--- src/rtl/decimal_entry_pkg.sv ---
// Shared types and constants for the decimal entry assembler.
package decimal_entry_pkg;

    typedef enum logic [1:0] {ENTRY, CONVERT, DONE} entry_state_t;

    localparam logic [3:0] BCD_MAX = 4'd9;

    function automatic longint unsigned pow10(input int unsigned n);
        longint unsigned r;
        r = 64'd1;
        for (int unsigned i = 0; i < n; i++) r = r * 64'd10;
        return r;
    endfunction

endpackage

--- src/rtl/bcd_digit_stack.sv ---
// NUM_DIGITS x 4-bit BCD shift stack; [3:0] is the least significant digit.
module bcd_digit_stack #(
    parameter int NUM_DIGITS = 4,
    parameter int CNT_W      = $clog2(NUM_DIGITS + 1)
) (
    input  logic                    clk,
    input  logic                    reset,
    input  logic                    push,
    input  logic                    pop,
    input  logic                    clr,
    input  logic                    load_one,
    input  logic [3:0]              din,
    output logic [4*NUM_DIGITS-1:0] digits,
    output logic [CNT_W-1:0]        count
);

    // Caller asserts at most one operation per cycle; clr wins regardless.
    always_ff @(posedge clk) begin
        if (reset || clr) begin
            digits <= '0;
            count  <= '0;
        end else if (load_one) begin
            digits <= {{(4*NUM_DIGITS-4){1'b0}}, din};
            count  <= CNT_W'(1);
        end else if (push) begin
            digits <= {digits[4*NUM_DIGITS-5:0], din};
            count  <= count + CNT_W'(1);
        end else if (pop) begin
            digits <= {4'h0, digits[4*NUM_DIGITS-1:4]};
            count  <= (count == '0) ? '0 : count - CNT_W'(1);
        end
    end

endmodule

--- src/rtl/decimal_entry_assembler.sv ---
// Collects BCD digits MSD-first and converts them to binary on 'enter',
// one digit per cycle via multiply-by-ten accumulate.
module decimal_entry_assembler
    import decimal_entry_pkg::*;
#(
    parameter int NUM_DIGITS = 4,
    parameter int OUT_WIDTH  = 16
) (
    input  logic                              clk,
    input  logic                              reset,
    input  logic [3:0]                        digit_in,
    input  logic                              digit_valid,
    input  logic                              backspace,
    input  logic                              clear,
    input  logic                              enter,
    output logic [4*NUM_DIGITS-1:0]           digits_bcd,
    output logic [$clog2(NUM_DIGITS+1)-1:0]   digit_count,
    output logic                              busy,
    output logic [OUT_WIDTH-1:0]              value_out,
    output logic                              value_valid,
    output logic                              entry_error
);

    localparam int CNT_W = $clog2(NUM_DIGITS + 1);
    localparam int IDX_W = (NUM_DIGITS > 1) ? $clog2(NUM_DIGITS) : 1;

    if (((pow10(NUM_DIGITS) - 64'd1) >> OUT_WIDTH) != 64'd0) begin : g_width_check
        $error("OUT_WIDTH too narrow for NUM_DIGITS decimal digits");
    end

    entry_state_t         state_q, state_d;
    logic [OUT_WIDTH-1:0] acc_q, acc_d;
    logic [IDX_W-1:0]     idx_q, idx_d;
    logic                 busy_q, busy_d;
    logic [OUT_WIDTH-1:0] value_q, value_d;
    logic                 valid_q, valid_d;
    logic                 err_q, err_d;

    logic       st_push, st_pop, st_clr, st_load;
    logic [3:0] cur_digit;
    logic       digit_ok;
    logic [OUT_WIDTH-1:0] acc_x10;

    bcd_digit_stack #(
        .NUM_DIGITS(NUM_DIGITS),
        .CNT_W     (CNT_W)
    ) u_stack (
        .clk     (clk),
        .reset   (reset),
        .push    (st_push),
        .pop     (st_pop),
        .clr     (st_clr),
        .load_one(st_load),
        .din     (digit_in),
        .digits  (digits_bcd),
        .count   (digit_count)
    );

    assign cur_digit = digits_bcd[{idx_q, 2'b00} +: 4];
    assign digit_ok  = (digit_in <= BCD_MAX);
    assign acc_x10   = (acc_q << 3) + (acc_q << 1);

    always_ff @(posedge clk) begin
        if (reset) begin
            state_q <= ENTRY;
            acc_q   <= '0;
            idx_q   <= '0;
            busy_q  <= 1'b0;
            value_q <= '0;
            valid_q <= 1'b0;
            err_q   <= 1'b0;
        end else begin
            state_q <= state_d;
            acc_q   <= acc_d;
            idx_q   <= idx_d;
            busy_q  <= busy_d;
            value_q <= value_d;
            valid_q <= valid_d;
            err_q   <= err_d;
        end
    end

    always_comb begin
        state_d = state_q;
        acc_d   = acc_q;
        idx_d   = idx_q;
        busy_d  = busy_q;
        value_d = value_q;
        valid_d = valid_q;
        err_d   = 1'b0;
        st_push = 1'b0;
        st_pop  = 1'b0;
        st_clr  = 1'b0;
        st_load = 1'b0;
        unique case (state_q)
            ENTRY: begin
                if (clear) begin
                    st_clr = 1'b1;
                end else if (enter) begin
                    state_d = CONVERT;
                    acc_d   = '0;
                    idx_d   = IDX_W'(NUM_DIGITS - 1);
                    busy_d  = 1'b1;
                end else if (backspace) begin
                    st_pop = 1'b1;
                end else if (digit_valid) begin
                    if (digit_ok && (digit_count < CNT_W'(NUM_DIGITS))) st_push = 1'b1;
                    else err_d = 1'b1;
                end
            end
            CONVERT: begin
                // busy_q low marks the extra cycle that publishes the result.
                if (clear) begin
                    st_clr  = 1'b1;
                    busy_d  = 1'b0;
                    state_d = ENTRY;
                end else if (busy_q) begin
                    acc_d = acc_x10 + OUT_WIDTH'(cur_digit);
                    if (idx_q == '0) busy_d = 1'b0;
                    else idx_d = idx_q - IDX_W'(1);
                end else begin
                    value_d = acc_q;
                    valid_d = 1'b1;
                    state_d = DONE;
                end
            end
            DONE: begin
                if (clear) begin
                    st_clr  = 1'b1;
                    valid_d = 1'b0;
                    value_d = '0;
                    state_d = ENTRY;
                end else if (backspace) begin
                    st_pop  = 1'b1;
                    valid_d = 1'b0;
                    state_d = ENTRY;
                end else if (digit_valid) begin
                    if (digit_ok) begin
                        st_load = 1'b1;
                        valid_d = 1'b0;
                        state_d = ENTRY;
                    end else begin
                        err_d = 1'b1;
                    end
                end
            end
            default: state_d = ENTRY;
        endcase
    end

    assign busy        = busy_q;
    assign value_out   = value_q;
    assign value_valid = valid_q;
    assign entry_error = err_q;

endmodule

--- config.mk ---
export PLATFORM = sky130hd
export DESIGN_NAME = decimal_entry_assembler
export DESIGN_NICKNAME = d
export VERILOG_FILES = /design/src/rtl/decimal_entry_pkg.sv /design/src/rtl/bcd_digit_stack.sv /design/src/rtl/decimal_entry_assembler.sv
export SDC_FILE = /design/constraint.sdc
export NUM_CORES = 1
export LEC_CHECK = 0
export BUFFER_PORTS_ARGS = -buffer_cell sky130_fd_sc_hd__buf_4
export CORE_ASPECT_RATIO = 1.25
export CORE_UTILIZATION = 64
export CTS_BUF_LIST = sky130_fd_sc_hd__clkbuf_4 sky130_fd_sc_hd__clkbuf_8
export DETAILED_ROUTE_END_ITERATION = 10
export PLACE_DENSITY = 0.88
export SETUP_SLACK_MARGIN = 0.4
export SYNTH_ARGS = -nofsm -noshare
export SYNTH_HDL_FRONTEND = slang
export SYNTH_HIERARCHICAL = 1
export SYNTH_SLANG_ARGS = --single-unit
--- constraint.sdc ---
create_clock -name clk -period 4.8 [get_ports clk]
set_input_delay 0.96 -clock clk [delete_from_list [all_inputs] [get_ports clk]]
set_output_delay 0.96 -clock clk [all_outputs]
set_load 0.02 [all_outputs]
# Word level (Yosys, flattened, before mapping)
# Cells that the tools add are included.
[word_totals]
register_bits = 58
latchBits = 0
ram_bits = 0
mem_bits_ro = 0
inputBits = 10
elab_cells = 120
memories = 0
[op_classes]
add_sub_neg = 5
mul = 0
n_div = 0
n_lt_le_gt_ge = 2
eq_ne = 12
n_shift = 1
muxes = 72
bitwise_logic = 0
reduce_logical = 17
[ops]
columns = ["operator", "count"]
rows = [
  ["$mux W16", 9],
  ["$pmux W16 S2", 2],
  ["$mux W1", 38],
  ["$mux W2", 13],
  ["$add A16 B16 Y16", 1],
  ["$add A16 B4 Y16", 1],
  ["$shiftx A16 B5 Y4", 1],
  ["$reduce_and A5 Y1", 3],
  ["$ne A2 B2 Y1 const B", 7],
  ["$mux W3", 3],
  ["$ne A4 B4 Y1 const B", 2],
  ["$pmux W1 S2", 4],
  ["$pmux W2 S3", 1],
  ["$reduce_and A6 Y1", 1],
  ["$reduce_bool A2 Y1", 3],
  ["$le A4 B4 Y1 const B", 1],
  ["$logic_not A2 Y1", 2],
  ["$mux W4", 1],
  ["$pmux W2 S2", 1],
  ["$reduce_and A4 Y1", 1],
  ["$add A3 B1 Y3 const B", 1],
  ["$logic_not A3 Y1", 1],
  ["$lt A3 B3 Y1 const B", 1],
  ["$ne A3 B3 Y1 const B", 1],
  ["10 further kinds", 10],
]

# Depth between registers and ports, before layout
# Gate-level depths: netlist (run 1).
[logic_depth]
word_depth = 10
ltp_mapped = 12

# Modules after synthesis
# Netlist (run 1), hierarchy kept.
[modules_own_cells]
columns = ["module", "instances", "cells_per_inst", "area_each_um2", "seq_area_each_um2"]
rows = [
  ["decimal_entry_assembler", 1, 270, 2389.8, 780.7],
  ["bcd_digit_stack", 1, 98, 923.4, 380.4],
]

# Worst setup path before layout (run 1)
# No wires, ideal clock.
[synth_timing]
kind = "reg-to-reg"
start = "register idx_q[0]"
end = "register acc_q[9]"
setup_ns = 0.117
t_arrival_ns = 2.939
t_required_ns = 4.683
setup_slack_ns = 1.744
stages_incl_launch_ff = 13
n_path_buf = 1
cell_sequence = "dfxtp_1 -> clkbuf_1 -> mux4_2 -> inv_1 -> fa_1 -> inv_1 -> ha_1 -> a21oi_1 -> nor2_1 -> o21ai_2 -> a21boi_0 -> or3_1 -> a32o_1"
[synth_via]
elab_chain_len = 5
[synth_lines]
columns = ["item", "line", "text"]
rows = [
  ["start: declaration", "decimal_entry_assembler.sv:33", "logic [IDX_W-1:0] idx_q, idx_d;"],
  ["start signal: assignment", "decimal_entry_assembler.sv:75", "idx_q <= idx_d;"],
  ["$shiftx A16 B5 Y4", "decimal_entry_assembler.sv:59", "assign cur_digit = digits_bcd[{idx_q, 2'b00} +: 4];"],
  ["$add A16 B4 Y16", "decimal_entry_assembler.sv:118", "acc_d = acc_x10 + OUT_WIDTH'(cur_digit);"],
  ["$mux W16", "decimal_entry_assembler.sv:117", "end else if (busy_q) begin"],
  ["$mux W16", "decimal_entry_assembler.sv:113", "if (clear) begin"],
  ["$pmux W16 S2", "decimal_entry_assembler.sv:95", "unique case (state_q)"],
  ["end signal: assignment", "decimal_entry_assembler.sv:66", "acc_q <= '0;"],
  ["end signal: assignment", "decimal_entry_assembler.sv:74", "acc_q <= acc_d;"],
  ["end: declaration", "decimal_entry_assembler.sv:32", "logic [OUT_WIDTH-1:0] acc_q, acc_d;"],
]
# Every way passes these cells. The select of a mux whose other input is x is not followed.
# A chain may end at the register's enable or synchronous reset.

# Worst setup path in the final report (run 1)
# Same ends and word-level chain as after synthesis.

==> summary.md, run 1 <==
| Metric | Value |
|---|---|
| CTS Buf Count | `9` |
| Switch share | `24.71%` |
| NumNets Final | `453` |
| Via/cell ratio | `6.231` |
| Total Neg Setup Slack | `0 ns` |
| Postcts setup bufs | `0` |
| CP most frequent cell | `inv_1` |
| Layout Utilization | `79.60%` |
| EDFF count, synth | `0` |
| Total GRT Usage | `32.20%` |
| Clock tree from TritonCTS | `yes` |
| RSZ-0062 raised after global routing | `false` |
| Worst Reg-to-Reg Cells | `11` |
| Combinational power share | `6.5%` |
| Worst hold path class | `reg -> reg` |
| VDD IR max | `between 200 and 250 µV` |
| Worst r2r src | `idx_q[0]` |
| RePlAce Congestion | `between 0.8 and 0.9` |
| CP Data Required Time | `5.04 ns` |
| Hold Startpoint | `acc_q[15]` |
| Post-Synthesis Cells | `between 300 and 400` |
| Met1 GRT Util | `35.72%` |
| Area grow syn2layout | `16.99%` |
| Top cell type's share of synthesized area | `roughly a third` |
| Top cells by count, synth | `nor2_1, dfxtp_1, ha_1` |
| CTS root buf | `clkbuf_8` |
| Slew @ Worst Pin | `around 0.86 ns` |
| Fin. Hold Viols | `0` |
| Initial antenna violation count | `0` |
| Post-Route WL | `7.749 mm` |
| Pins Over Slew Limit | `0` |
| Ant diodes | `0` |
| Area contributors post-synth | `dfxtp_1, ha_1, nor2_1` |
| Layout cell share with drive strength beyond 1 | `20.43%` |
| Arrival time at the worst endpoint | `around 3.4 ns` |
| Syn avg cell area | `9.003 µm²` |
| CTS H-Tree Depth | `3` |
| WL/cell | `16.28 µm` |
| Final HPWL DP | `5.377 mm` |
| Count leader, synth | `nor2_1` |
| Overflow after GRT | `0` |
| Core ar. | `4870 µm²` |
| Reg power frac | `between 40% and 50%` |
| Max-slew headroom at the worst pin | `42.28%` |
| Setup WS post-layout | `1.596 ns` |
| Psw | `0.2494 mW` |
| Met3 usage in global routing | `10.03%` |
| DR pass1 iterations | `4` |
| Fin crit period | `3.204 ns` |
| Highest Clock Rate | `around 0.31 GHz` |
| Skew-Pair Late Insertion Delay | `0.34 ns` |
| Largest delay share family, worst path | `compound AO/OA/AOI/OAI gates` |
| CTS sink count | `just under 60` |
| Worst reg2reg endpoint | `acc_q[9]` |
| Synth Warn # | `6` |
| Synth Register Bits | `58` |
| Post-CTS sizing | `0` |
| Final setup fails | `0` |
| Netlist Area Pre-Place | `between 3000 and 4000 µm²` |
| Syn nets | `410` |
| Area leader, netlist | `dfxtp_1` |
| PortBufs | `47` |
| Async set-reset flop share out of synthesis | `0%` |
| GR peak layer | `met2` |
| Register area share after synthesis | `35.05%` |
| Remaining antenna violation count after routing | `0` |
| Initial Utilization | `68.04%` |
| Fin Hold WS | `around 0.47 ns` |
| Max-Cap Viols | `0` |
| Via Count | `around 3000` |
| Crit start category | `register` |
| Clk pwr share | `44.6%` |
| Worst hold path cell count | `2` |
| PwrDens | `260.4 nW/µm²` |
| CP Max Fanout | `7` |
| Floorplan row count | `28` |
| CP cell instances | `mux4_2 > inv_1 > fa_1 > inv_1 > ha_1 > a21oi_1 > nor2_1 > o21ai_2 > a21boi_0 > or3_1 > a32o_1` |
| Buf+Inv Stages, Crit Path | `2` |
| Critical Path Max Stage Delay | `0.54 ns` |
| I/O Pins | `48` |
| Wire length of the first global-routing pass | `about 13 mm` |
| Setup CP Type | `reg -> reg` |
| Die Wd | `66.36 µm` |
| Pre-CTS WS | `1.635 ns` |
| Setup slack, reg-to-reg | `1.60 ns` |
| LEAKAGE | `1.659 nW` |
| Initial DRC Count | `200` |
| Status | `complete, no violations` |
| Cts hold-fix bufs | `0` |
| Drt drc | `0` |
| Crit end category | `register` |
| Post-synth top flop | `dfxtp_1` |
| Number of global-route vias before repair | `2978` |
| CTS clock-pin slew for the worst setup and hold paths | `0.07 ns` |
| Yosys cell types | `54` |
| Die Span Y | `82.45 µm` |
| Die ar. | `roughly 5500 µm²` |
| Pin count of the biggest net entering global routing | `42` |
| Final Cycle Share | `66.75%` |
| Worst Hold Endpoint | `value_out[15]` |
| Clock Path Buffers | `2` |
| Final setup skew | `0.007447 ns` |
| Critical-path top delay cell | `mux4_2` |
| P_int | `0.7600 mW` |
| Met2 usage in global routing | `55.71%` |
==> how the worst max path moves through the flow <==
stage | cells past startpoint | from | to
after floorplan | 12 | idx_q[0] | acc_q[9]
after global placement | 7 | digit_in[1] | u_stack/count[2]
final | 11 | idx_q[0] | acc_q[9]
after CTS | 11 | idx_q[0] | acc_q[9]
after detailed placement | 11 | idx_q[0] | acc_q[9]
after global routing | 10 | idx_q[0] | acc_q[14]
==> cell families (layout without fill, tap and decap cells) <==
kind of cell	count (synthesis)	count (layout)	synth area share, %
xor+xnor	10	10	2.643
compound gates	87	87	18.66
buf+inv	37	85	4.947
simple gates	124	124	18.51
fa+ha+maj	32	32	12.54
mux	20	20	7.666
flops	58	58	35.05
==> final cells by class <==
class | instances | area [µm²]
clock inverter | 5 | 55.05
fill | 357 | 993.5
tap | 60 | 75.07
inverter | 19 | 71.32
clock buffer | 11 | 138.9
timing repair buffer | 50 | 375.4
multi-input combinational | 273 | 1999
sequential | 58 | 1161
==> placed cells by master (no fill, tap or decap), types with 7 or more instances in the layout <==
master    netlist  layout
inv_1          19      19
nand3_1         7       7
mux2i_1        13      13
a22oi_1        22      22
ha_1           30      30
o21ai_0        10      10
buf_4           2      50
nor2_1         60      60
nand2_1        16      16
clkbuf_8        0       9
a21oi_1        17      17
dfxtp_1        58      58
nor3_1          8       7
==> power by group through the flow <==
stage	combinational [mW]	clock, mW	sequential, mW
floorplan	0.0429	0	0.505
global placement	0.0626	0	0.504
detailed placement	0.0642	0	0.504
CTS	0.0650	0.457	0.494
global route	0.0715	0.480	0.495
finish	0.0653	0.450	0.494
==> stage by stage <==
step	cell area (µm²)	std cells	power, mW
final	3876	476	1.009
after global routing	3876	476	1.046
after CTS	3876	476	1.016
after detailed placement	3682	460	0.5687
after global placement	3682	460	0.5670
after floorplan	3313	368	0.5475
==> tightest hold or removal path: cells and delay by family, from the launching register on <==
kind,cells,cell delay (ns)
buffers and inverters,1,0.05
DFF,1,0.31
AOI/OAI and AO/OA,1,0.06
==> sequential cells by signal, indices dropped and copies added (netlist names) <==
register        count
acc_q              16
u_stack/count       3
value_valid         1
entry_error         1
state_q             2
u_stack/digits     16
idx_q               2
busy                1
value_out          16
==> per-layer routing <==
layer  share of wire (%)  vias up
li1                    -     1421
met2                  53       96
met5                   0        -
met3                 4.6       20
met1                  41     1429
met4                 2.1        0
Note: power is estimated with default switching activity, not from simulation.
==> run 2: changes to the inputs <==
ABC_AREA = 1   (was default)
CORE_UTILIZATION = 54   (was 64)
PLACE_DENSITY = 0.78   (was 0.88)
clock period = 2.8 ns   (was 4.8 ns; I/O delays follow)
==> run 2 against run 1 <==
Compared with the run above: critical path type unchanged; routed wire length is 21% higher; cell count is 46% higher; utilization is 12 points lower; combinational power is 140% higher; synthesized cell count is 49% higher; power is 95% higher; clock-buffer cell count is 2 lower; critical endpoint is now acc_q[7]; sequential power is 70% higher; fmax is 35% higher; critical path depth is 3 higher; via count is 25% higher; global-route usage is 4.1 points lower.
==> summary.md, run 2 <==
| Metric | Value |
|---|---|
| VDD IR max | `270.6 µV (+11%)` |
| WL/cell | `13.48 µm (-17%)` |
| Clock Path Buffers | `2 (unchanged)` |
| Leading cell types in the layout, fill and taps excluded | `nand2_1, inv_1, buf_4, a21oi_1, dfxtp_1` |
| Final setup fails | `0 (unchanged)` |
| CP Data Required Time | `3.08 ns (-1.96 ns)` |
| Max-Cap Viols | `0 (unchanged)` |
| CTS sink count | `58 (unchanged)` |
| Yosys cell types | `40 (-26%)` |
| Fin crit period | `2.381 ns (-0.8229 ns)` |
| Count leader, synth | `nand2_1` |
| Pins Over Slew Limit | `0 (unchanged)` |
| Inst Count DP | `673 (+46%)` |
| Arrival time at the worst endpoint | `2.66 ns (-0.78 ns)` |
| Final HPWL DP | `6.675 mm (+24%)` |
| Wire length of the first global-routing pass | `14.97 mm (+14%)` |
| Post-Synthesis Cells | `547 (+49%)` |
| PwrDens | `444.5 nW/µm² (+71%)` |
| Max-slew headroom at the worst pin | `51.29% (+9.0 points)` |
| Post-synth top flop | `dfxtp_1` |
| Fin area | `4427 µm² (+14%)` |
| NumNets Final | `645 (+42%)` |
| Pre-CTS WS | `0.08010 ns (-1.554 ns)` |
| Overflow after GRT | `0 (unchanged)` |
| Non-Filler Instances | `695 (+46%)` |
| CP Max Fanout | `5 (-2)` |
| Top cell type's share of synthesized area | `32.07% (-3.0 points)` |
| LEAKAGE | `2.195 nW (+32%)` |
| Floorplan row count | `33 (+18%)` |
| DR pass1 iterations | `5 (+1)` |
| RSZ-0062 raised after global routing | `true` |
| Cts hold-fix bufs | `0 (unchanged)` |
| Total GRT Usage | `28.13% (-4.1 points)` |
| Async set-reset flop share out of synthesis | `0% (unchanged)` |
| Syn avg cell area | `6.620 µm² (-26%)` |
| Critical-path top delay cell | `fa_2` |
| Clock tree from TritonCTS | `yes` |
| PortBufs | `47 (unchanged)` |
| Final Cycle Share | `85.04% (+18 points)` |
| Area after DPL | `4041 µm² (+9.8%)` |
| Setup CP Type | `reg -> reg` |
| Syn nets | `589 (+44%)` |
| Fin. Hold Viols | `0 (unchanged)` |
| Synth Register Bits | `58 (unchanged)` |
| Area grow syn2layout | `22.25%` |
| Layout Utilization | `67.86% (-12 points)` |
| Highest Clock Rate | `0.4200 GHz (+35%)` |
| Via/cell ratio | `5.351 (-14%)` |
| Post-Route WL | `9.367 mm (+21%)` |
| CTS root buf | `clkbuf_8` |
| Synth Warn # | `6 (unchanged)` |
| Ant diodes | `0 (unchanged)` |
| Initial Utilization | `55.50% (-13 points)` |
| Number of global-route vias before repair | `3403 (+14%)` |
| Total Neg Setup Slack | `0 ns (unchanged)` |
| RePlAce Congestion | `0.8749 (-1.6%)` |
| Area contributors post-synth | `dfxtp_1, nand2_1, ha_1` |
| Worst hold path class | `reg -> reg` |
| Layout cell share with drive strength beyond 1 | `19.24% (-1.2 points)` |
| Final setup skew | `0.01402 ns (+0.006573 ns)` |
| CP cell instances | `clkinv_4 > nand2_2 > a32o_2 > fa_2 > inv_2 > ha_4 > nand2_1 > nor2_1 > nand2_1 > nand3_2 > buf_4 > a21oi_1 > o21ai_0 > a21oi_1` |
| EDFF count, synth | `0 (unchanged)` |
| Netlist Area Pre-Place | `3621 µm² (+9.3%)` |
| Crit end category | `register` |
| Crit start category | `register` |
| CTS Buf Count | `9 (unchanged)` |
| CTS clock-pin slew for the worst setup and hold paths | `0.07 ns (about the same)` |
| CTS H-Tree Depth | `3 (unchanged)` |
| Setup WS post-layout | `0.4189 ns (-1.177 ns)` |
| Pin count of the biggest net entering global routing | `39 (-7.1%)` |
| Via Count | `3719 (+25%)` |
| I/O Pins | `48 (unchanged)` |
| Die Span Y | `93.56 µm (+13%)` |
| Drt drc | `0 (unchanged)` |
| Critical Path Max Stage Delay | `0.57 ns (+0.03 ns)` |
| Initial antenna violation count | `0 (unchanged)` |
| Area leader, netlist | `dfxtp_1` |
| Core ar. | `6524 µm² (+34%)` |
| Register area share after synthesis | `32.07% (-3.0 points)` |
| Most common cell after layout, fill and taps aside | `nand2_1` |
| Remaining antenna violation count after routing | `0 (unchanged)` |
| Slew @ Worst Pin | `0.7282 ns (-0.1348 ns)` |
| Top cells by count, synth | `nand2_1, inv_1, dfxtp_1` |
| Die Wd | `75.24 µm (+13%)` |
| Die ar. | `7039 µm² (+29%)` |
| Skew-Pair Late Insertion Delay | `0.35 ns (about the same)` |
| Status | `complete, no violations` |
| Initial DRC Count | `188 (-6.0%)` |
## run 2: cell count changes after synthesis, sizes merged, moves of 6 or more
cell | previous run | this run
mux2i | 13 | 0
nand3 | 7 | 52
inv | 19 | 75
a22oi | 22 | 1
nor3b | 6 | 0
a2111oi | 6 | 0
nor2 | 60 | 41
o21ai | 11 | 20
nor2b | 6 | 0
nand2 | 16 | 172
nor3 | 9 | 3
a21oi | 19 | 55
## run 2: cells by family (layout without fill, tap and decap cells)
family | count (synthesis) | after routing | share of synthesized area [%]
simple gates | 279 | 279 | 32.90
buf+inv | 89 | 150 | 10.30
compound gates | 87 | 87 | 12.79
flops | 58 | 58 | 32.07
fa+ha+maj | 32 | 32 | 11.47
xor+xnor | 2 | 2 | 0.4838
## run 2: critical path, delay by kind of cell, from the launching register on
| kind | cells | cell delay, ns |
|---|---|---|
| buffers and inverters | 3 | 0.26 |
| adder cells (fa/ha/maj) | 2 | 0.78 |
| AND/OR/NAND/NOR | 5 | 0.34 |
| flip-flops | 1 | 0.37 |
| AO/OA/AOI/OAI | 4 | 0.56 |
## run 2: metrics by stage
step,hold WS [ns],power (mW)
global route,0.4740,2.033
floorplan,0.4437,0.9567
detailed placement,0.4525,0.9962
global placement,0.4517,0.9935
finish,0.4616,1.968
CTS,0.4622,1.965
## run 2: repair_timing
action | CTS | global route
resized for setup | 16 | 16
endpoints found under the setup margin | 13 | 11
pin swaps | 6 | 10
setup buffers | 3 | 3
gates cloned | 0 | 0
endpoints found under the hold margin | 0 | 0
## run 2: final timing paths
path                       from       endpoint  slack, ns  cells after the start
setup reg to reg       idx_q[0]       acc_q[7]       0.42                     14
hold reg to reg   value_out[11]  value_out[11]       0.46                      2
setup / recovery       idx_q[0]       acc_q[7]       0.42                     14
hold / removal    value_out[11]  value_out[11]       0.46                      2
## run 2: area by class of cell
cell class | instances | area [µm²]
sequential | 58 | 1175
multi-input combinational | 400 | 2166
clock buffer | 9 | 123.9
timing repair buffer | 58 | 435.4
tap | 87 | 108.9
clock inverter | 7 | 125.1
fill | 587 | 2097
inverter | 76 | 292.8
## run 2: layer usage
metal,share of wire [%],track usage (%),vias up
met5,0,0,-
met4,3.9,14.66,0
met3,4.9,6.034,29
met2,53,50.15,130
met1,38,30.25,1679
li1,-,-,1881
## run 2: power breakdown
group | internal, mW | switching (mW)
clock | 0.598 | 0.373
combinational | 0.0562 | 0.0976
sequential | 0.831 | 0.0111
total | 1.49 | 0.482
